`config.mk`:
```
export PLATFORM = sky130hd
export DESIGN_NAME = uart_rx_param
export DESIGN_NICKNAME = d
export VERILOG_FILES = /design/src/rtl/uart_pkg.sv /design/src/rtl/uart_rx_fifo.sv /design/src/rtl/uart_rx_param.sv
export SDC_FILE = /design/constraint.sdc
export NUM_CORES = 1
export LEC_CHECK = 0
export ABC_CLOCK_PERIOD_IN_PS = 4400
export CAP_MARGIN = 20
export CORE_MARGIN = 10
export CORE_UTILIZATION = 45
export DETAILED_ROUTE_END_ITERATION = 6
export DONT_BUFFER_PORTS = 1
export PLACE_DENSITY = 0.7
export SETUP_SLACK_MARGIN = 0.02
export SYNTH_ARGS = -nofsm -noshare
export SYNTH_HDL_FRONTEND = slang
export SYNTH_SLANG_ARGS = --single-unit
```
`constraint.sdc`:
```
create_clock -name clk -period 4.4 [get_ports clk]
set_input_delay 0.22 -clock clk [delete_from_list [all_inputs] [get_ports clk]]
set_output_delay 0.22 -clock clk [all_outputs]
set_load 0.01 [all_outputs]
```
`src/rtl/uart_pkg.sv`:
```
// Shared UART definitions: receiver FSM states, parity mode encodings and a
// constant-foldable ceil(log2) helper also used by the transmitter.
package uart_pkg;

  typedef enum logic [2:0] {
    ST_IDLE,
    ST_START,
    ST_DATA,
    ST_PARITY,
    ST_STOP,
    ST_BREAK
  } rx_state_e;

  localparam logic PAR_EVEN = 1'b0;
  localparam logic PAR_ODD  = 1'b1;

  // Smallest w with 2**w >= value; usable in parameter and port declarations.
  function automatic int clog2(input int value);
    int w;
    w = 0;
    while ((1 << w) < value) w++;
    return w;
  endfunction

endpackage

```
`src/rtl/uart_rx_fifo.sv`:
```
// Small show-ahead FIFO for received characters. The head entry is always
// visible on o_rdata; a pop that arrives while full frees room for a push in
// the same cycle, and a pop while empty is ignored.
module uart_rx_fifo
  import uart_pkg::*;
#(
  parameter int DEPTH = 4,
  parameter int WIDTH = 8
) (
  input  logic                   clk,
  input  logic                   rst,
  input  logic                   i_wr,
  input  logic [WIDTH-1:0]       i_wdata,
  input  logic                   i_rd,
  output logic [WIDTH-1:0]       o_rdata,
  output logic                   o_empty,
  output logic                   o_full,
  output logic [clog2(DEPTH):0]  o_level
);

  localparam int AW = clog2(DEPTH);
  localparam logic [AW:0] C_DEPTH = (AW+1)'(DEPTH);

  logic [WIDTH-1:0] r_mem [DEPTH];
  logic [AW-1:0]    r_wr_ptr;
  logic [AW-1:0]    r_rd_ptr;
  logic [AW:0]      r_level;
  logic             w_pop;
  logic             w_push;

  assign o_empty = (r_level == '0);
  assign o_full  = (r_level == C_DEPTH);
  assign w_pop   = i_rd && !o_empty;
  assign w_push  = i_wr && (!o_full || w_pop);
  assign o_level = r_level;
  assign o_rdata = o_empty ? '0 : r_mem[r_rd_ptr];

  // Storage array; contents need no reset because the head is masked when empty.
  always_ff @(posedge clk) begin
    if (w_push) r_mem[r_wr_ptr] <= i_wdata;
  end

  // Pointers wrap naturally because DEPTH is a power of two; level tracks occupancy.
  always_ff @(posedge clk or negedge rst) begin
    if (!rst) begin
      r_wr_ptr <= '0;
      r_rd_ptr <= '0;
      r_level  <= '0;
    end else begin
      if (w_push) r_wr_ptr <= r_wr_ptr + 1'b1;
      if (w_pop)  r_rd_ptr <= r_rd_ptr + 1'b1;
      case ({w_push, w_pop})
        2'b10:   r_level <= r_level + 1'b1;
        2'b01:   r_level <= r_level - 1'b1;
        default: r_level <= r_level;
      endcase
    end
  end

endmodule

```
`src/rtl/uart_rx_param.sv`:
```
// Parametrised UART receiver: synchronised line input, oversampled start-bit
// qualification, mid-bit sampling of data/parity/stop, sticky error flags and
// a show-ahead receive FIFO that only ever holds good frames.
module uart_rx_param
  import uart_pkg::*;
#(
  parameter int DATA_BITS  = 8,
  parameter int PARITY_EN  = 0,
  parameter int PARITY_ODD = 0,
  parameter int STOP_BITS  = 1,
  parameter int OVERSAMPLE = 16,
  parameter int FIFO_DEPTH = 4
) (
  input  logic                        clk,
  input  logic                        rst,
  input  logic                        i_baud_tick,
  input  logic                        i_rx,
  input  logic                        i_rd,
  input  logic                        i_clr_err,
  output logic [DATA_BITS-1:0]        o_data,
  output logic                        o_valid,
  output logic                        o_rx_done,
  output logic                        o_frame_err,
  output logic                        o_parity_err,
  output logic                        o_overrun,
  output logic [clog2(FIFO_DEPTH):0]  o_level
);

  localparam int TW = clog2(OVERSAMPLE);
  localparam logic [TW-1:0] C_HALF_LAST = TW'(OVERSAMPLE / 2 - 1);
  localparam logic [TW-1:0] C_FULL_LAST = TW'(OVERSAMPLE - 1);
  localparam logic [2:0]    C_DATA_LAST = 3'(DATA_BITS - 1);
  localparam logic [2:0]    C_STOP_LAST = 3'(STOP_BITS - 1);
  localparam logic          C_PAR_MODE  = (PARITY_ODD != 0) ? PAR_ODD : PAR_EVEN;

  logic                 r_rx_meta;
  logic                 r_rx_s;
  rx_state_e            r_state;
  rx_state_e            w_next_state;
  logic [TW-1:0]        r_tick_cnt;
  logic [2:0]           r_bit_cnt;
  logic [DATA_BITS-1:0] r_shift;
  logic                 r_par_err;
  logic                 r_frame_err;
  logic                 r_parity_err;
  logic                 r_overrun;
  logic                 r_rx_done;

  logic w_half_hit;
  logic w_mid_hit;
  logic w_counting;
  logic w_sample_data;
  logic w_sample_parity;
  logic w_sample_stop;
  logic w_frame_set;
  logic w_frame_end;
  logic w_parity_set;
  logic w_push;
  logic w_overrun_set;
  logic w_fifo_empty;
  logic w_fifo_full;
  logic w_exp_parity;

  assign w_half_hit    = i_baud_tick && (r_tick_cnt == C_HALF_LAST);
  assign w_mid_hit     = i_baud_tick && (r_tick_cnt == C_FULL_LAST);
  assign w_exp_parity  = (^r_shift) ^ C_PAR_MODE;
  assign w_frame_set   = w_sample_stop && !r_rx_s;
  assign w_frame_end   = w_sample_stop && r_rx_s && (r_bit_cnt == C_STOP_LAST);
  assign w_parity_set  = w_frame_end && r_par_err;
  assign w_push        = w_frame_end && !r_par_err;
  assign w_overrun_set = w_push && w_fifo_full && !i_rd;

  // Two-flop synchroniser for the asynchronous line, idling high.
  always_ff @(posedge clk or negedge rst) begin
    if (!rst) begin
      r_rx_meta <= 1'b1;
      r_rx_s    <= 1'b1;
    end else begin
      r_rx_meta <= i_rx;
      r_rx_s    <= r_rx_meta;
    end
  end

  // FSM state register.
  always_ff @(posedge clk or negedge rst) begin
    if (!rst) r_state <= ST_IDLE;
    else      r_state <= w_next_state;
  end

  // FSM next-state logic: start qualification at half a bit, then one sample per bit.
  always_comb begin
    w_next_state = r_state;
    case (r_state)
      ST_IDLE:   if (!r_rx_s) w_next_state = ST_START;
      ST_START:  if (w_half_hit) w_next_state = r_rx_s ? ST_IDLE : ST_DATA;
      ST_DATA:   if (w_mid_hit && (r_bit_cnt == C_DATA_LAST))
                   w_next_state = (PARITY_EN != 0) ? ST_PARITY : ST_STOP;
      ST_PARITY: if (w_mid_hit) w_next_state = ST_STOP;
      ST_STOP:   if (w_mid_hit) begin
                   if (!r_rx_s)                        w_next_state = ST_BREAK;
                   else if (r_bit_cnt == C_STOP_LAST)  w_next_state = ST_IDLE;
                 end
      ST_BREAK:  if (r_rx_s) w_next_state = ST_IDLE;
      default:   w_next_state = ST_IDLE;
    endcase
  end

  // FSM outputs: which counter runs and which kind of bit is being sampled.
  always_comb begin
    w_counting      = 1'b0;
    w_sample_data   = 1'b0;
    w_sample_parity = 1'b0;
    w_sample_stop   = 1'b0;
    case (r_state)
      ST_START:  w_counting = 1'b1;
      ST_DATA:   begin w_counting = 1'b1; w_sample_data   = w_mid_hit; end
      ST_PARITY: begin w_counting = 1'b1; w_sample_parity = w_mid_hit; end
      ST_STOP:   begin w_counting = 1'b1; w_sample_stop   = w_mid_hit; end
      default:   w_counting = 1'b0;
    endcase
  end

  // Tick and bit counters restart on every state change so each phase counts from zero.
  always_ff @(posedge clk or negedge rst) begin
    if (!rst) begin
      r_tick_cnt <= '0;
      r_bit_cnt  <= '0;
    end else if (r_state != w_next_state) begin
      r_tick_cnt <= '0;
      r_bit_cnt  <= '0;
    end else begin
      if (w_counting && i_baud_tick)
        r_tick_cnt <= (r_tick_cnt == C_FULL_LAST) ? '0 : r_tick_cnt + 1'b1;
      if (w_sample_data || w_sample_stop)
        r_bit_cnt <= r_bit_cnt + 1'b1;
    end
  end

  // Data shifts in LSB first; the parity verdict is held until the stop bits are done.
  always_ff @(posedge clk or negedge rst) begin
    if (!rst) begin
      r_shift   <= '0;
      r_par_err <= 1'b0;
    end else begin
      if (w_sample_data)
        r_shift <= {r_rx_s, r_shift[DATA_BITS-1:1]};
      if (r_state == ST_START)
        r_par_err <= 1'b0;
      else if (w_sample_parity)
        r_par_err <= (r_rx_s != w_exp_parity);
    end
  end

  // Sticky error flags (a new error beats a clear in the same cycle) and the done pulse.
  always_ff @(posedge clk or negedge rst) begin
    if (!rst) begin
      r_frame_err  <= 1'b0;
      r_parity_err <= 1'b0;
      r_overrun    <= 1'b0;
      r_rx_done    <= 1'b0;
    end else begin
      if (w_frame_set)        r_frame_err  <= 1'b1;
      else if (i_clr_err)     r_frame_err  <= 1'b0;
      if (w_parity_set)       r_parity_err <= 1'b1;
      else if (i_clr_err)     r_parity_err <= 1'b0;
      if (w_overrun_set)      r_overrun    <= 1'b1;
      else if (i_clr_err)     r_overrun    <= 1'b0;
      r_rx_done <= w_push && !w_overrun_set;
    end
  end

  uart_rx_fifo #(
    .DEPTH (FIFO_DEPTH),
    .WIDTH (DATA_BITS)
  ) u_fifo (
    .clk     (clk),
    .rst     (rst),
    .i_wr    (w_push),
    .i_wdata (r_shift),
    .i_rd    (i_rd),
    .o_rdata (o_data),
    .o_empty (w_fifo_empty),
    .o_full  (w_fifo_full),
    .o_level (o_level)
  );

  assign o_valid      = !w_fifo_empty;
  assign o_rx_done    = r_rx_done;
  assign o_frame_err  = r_frame_err;
  assign o_parity_err = r_parity_err;
  assign o_overrun    = r_overrun;

endmodule

```
==> flow_metrics.env <==
export IMPL_synth_distinct_cells=47
export IMPL_ys_flop_type="edfxtp_1"
export IMPL_drt_initial_drc_count=126
export IMPL_ys_ff_latch=64
export IMPL_ys_seq_area_share_pct=58.9
export IMPL_avgViaCountPerCell=5.50
export IMPL_yosysTopAreaCellShare_pct=32.1
export IMPL_dr_pass1_iters=4
export IMPL_die_w_um=102
export IMPL_synthAdderAreaFrac_pct=4.43
export IMPL_setup_worst_path_start_class="flip-flop"
export IMPL_fin_worst_skew_ps=11.1
export IMPL_yosysTopAreaCell="edfxtp_1"
export IMPL_cts_path_max_buffers=2
export IMPL_overflow=0
export IMPL_worstPathRequired_ps=4660
export IMPL_relSlewSlack_pct=47.1
export IMPL_coreArea_mm2=0.00642
export IMPL_drive_gt1_share_pct=18.8
export IMPL_yosys_mux_area_fraction_pct=11.7
export IMPL_antenna_found_initial=0
export IMPL_worstHoldPathType="input port to flip-flop"
export IMPL_crit_chain="nor4b_1 -> nor4_4 -> inv_1 -> ha_1 -> inv_1 -> fa_1 -> xor2_1 -> nor2_1 -> xor2_1"
export IMPL_root_buffer="clkbuf_8"
export IMPL_period_share_pct=58.3
export IMPL_status="complete, no violations"
export IMPL_gp_congestion=0.738
export IMPL_final_setup_viol_count=0
export IMPL_rsz0062_at_grt="false"
export IMPL_whs_ps=70.4
export IMPL_grt_max_degree=33
export IMPL_ioPinCount=22
export IMPL_setup_slack_ps=1840
export IMPL_rows=29
export IMPL_p_total_mw=1.63
export IMPL_synthCells=207
export IMPL_drc=0
export IMPL_clock_sinks=64
export IMPL_yosys_warnings=0
export IMPL_maxSlewViolCount=0
export IMPL_synth_simple_area_share_pct=9.74
export IMPL_track_usage_pct=10.5
export IMPL_grt_pass1_wl_um=8280
export IMPL_yosys_top_cells_area="edfxtp_1, dfrtp_1, mux4_2"
export IMPL_vias=1622
export IMPL_synth_avg_cell_area_um2=14.5
export IMPL_fill_cells=532
export IMPL_tritoncts="yes"
export IMPL_die_area_mm2=0.0103
export IMPL_crit_type="flip-flop to flip-flop"
export IMPL_post_dp_hpwl_um=3380
export IMPL_initial_core_util_pct=46.6
export IMPL_syn_num_nets=223
export IMPL_netlist_area_mm2=0.00299
export IMPL_utilization_pct=50.6
export IMPL_cpPeakStageDelay_ps=730
export IMPL_synth_edff_count=32
export IMPL_n_antenna_cell=0
export IMPL_arrival_ps=2830
export IMPL_area_growth_pct=8.65
export IMPL_period_needed_ps=2560
export IMPL_worst_pin_slew_ps=783
export IMPL_multiInputGateArea_mm2=0.00113
export IMPL_ys_async_sr_fraction_pct=50.0
export IMPL_postRouteAntennaNets=0
export IMPL_cp_max_fo=8
export IMPL_clkTransAtPathRegs_ps=70
export IMPL_finalSetupTns_ps=0
export IMPL_slowest_stage="nor4b_1"
export IMPL_die_h_um=102
export IMPL_portBuffers=0
export IMPL_max_cap_viol_count=0
export IMPL_synth_xor_area_share_pct=5.43
export IMPL_powerDensity_mw_per_mm2=500
export IMPL_post_drt_wl_per_cell_um=17.0
export IMPL_hold_viol_final=0
export IMPL_regArea_mm2=0.00176
export IMPL_dp_slack_ps=1820
export IMPL_fin_nets=229
export IMPL_synth_compound_area_share_pct=6.27
export IMPL_clk_latency_ps=340
export IMPL_wirelength_um=5030
export IMPL_p_leak_nw=1.29
export IMPL_endpoint_kind="flip-flop"
export IMPL_peakVddDrop_v=0.000267
export IMPL_cts_resized=0
export IMPL_grt_pass1_vias=1635
export IMPL_synth_top_family_by_area="multiplexers"
export IMPL_cts_buffers_inserted=9
export IMPL_max_freq_mhz=390
export IMPL_h_tree_depth=3
[metrics by stage]
stage / cells / cell area, µm²
final: 295 / 3250
after CTS: 295 / 3250
after floorplan: 207 / 2990
after global placement: 275 / 3040
after detailed placement: 275 / 3040
after global routing: 295 / 3250
[flip-flops by register name (all words and copies together) (netlist names)]
register / cells
u_fifo.r_mem: 32
r_tick_cnt: 4
u_fifo.r_rd_ptr: 2
r_state: 3
r_bit_cnt: 3
u_fifo.r_wr_ptr: 2
r_rx_meta: 1
r_shift: 8
u_fifo.o_level: 3
o_rx_done: 1
r_par_err: 1
o_frame_err: 1
r_rx_s: 1
o_parity_err: 1
o_overrun: 1
[Yosys cell counts, drive strengths merged, types with 4 or more instances]
cell type / instances
a21oi: 6
and2: 13
buf: 6
dfrtp: 30
edfxtp: 32
ha: 9
inv: 14
mux2: 9
mux2i: 4
mux4: 8
nand2: 5
nor3: 8
o21ai: 7
xnor2: 10
xor2: 6
[routing by layer]
layer / global-route usage (%) / vias to the layer above / routed length [µm]
li1: - / 774 / -
met1: 13.1 / 813 / 2330
met2: 15.3 / 28 / 2360
met3: 4.56 / 7 / 271
met4: 4.95 / 0 / 69
met5: 0 / - / 0
[cell families (layout without fill, tap and decap cells)]
group                      Yosys count  count (layout)
muxes                               21              21
buffers and inverters               23              34
and+or+nand+nor                     45              45
xor gates and xnor gates            17              17
AOI/OAI and AO/OA                   27              27
adders and majority gates           10              10
DFF                                 64              64
[layout by cell type (no fill, tap or decap), drive strengths merged, types with 8 or more instances in the layout]
cell type  synthesis  routed
edfxtp            32      32
xnor2             10      10
nor3               8       8
dfrtp             30      30
clkbuf             3       9
mux2               9       9
mux4               8       8
and2              13      13
inv               14      14
ha                 9       9
[what timing repair did]
| item | in CTS | in global routing |
|---|---|---|
| hold buffers | 4 | 0 |
| setup buffers | 0 | 0 |
| hold endpoints to repair | 34 | 0 |
[where the power goes]
group          internal (mW)  leakage, nW  switching [mW]
sequential             0.676        0.716           0.130
combinational          0.207        0.490           0.197
clock                  0.198       0.0838           0.219
[path summary, 6_finish.rpt]
path	from	to	slack [ps]	depth (start not counted)
max in group asynchronous	rst	r_rx_s$_DFF_PN1_	3840	2
min in group asynchronous	rst	r_tick_cnt[1]$_DFFE_PN0P_	310	2
hold reg to reg	r_rx_meta$_DFF_PN1_	r_rx_s$_DFF_PN1_	360	0
setup / recovery	u_fifo.o_level[0]$_DFFE_PN0P_	u_fifo.o_level[2]$_DFFE_PN0P_	1840	9
setup reg to reg	u_fifo.o_level[0]$_DFFE_PN0P_	u_fifo.o_level[2]$_DFFE_PN0P_	1840	9
hold / removal	i_clr_err	o_frame_err$_DFFE_PN0P_	70	2
[final cells by class]
cell class | instances | share of cell area [%]
flip-flops and latches | 64 | 54.3
clock inverters | 7 | 1.19
well taps | 77 | 2.96
repair buffers | 4 | 1.54
clock buffers | 9 | 3.81
multi-input cells | 120 | 34.6
inverters | 14 | 1.62
[worst max-delay path: cells and delay by family (launching register included)]
kind,cells,cell delay (ps)
XOR/XNOR,2,310
buffers and inverters,2,160
AND/OR/NAND/NOR,3,1000
adder cells (fa/ha/maj),2,550
flip-flops,1,480
No activity file was read; power rests on OpenSTA's default activity.
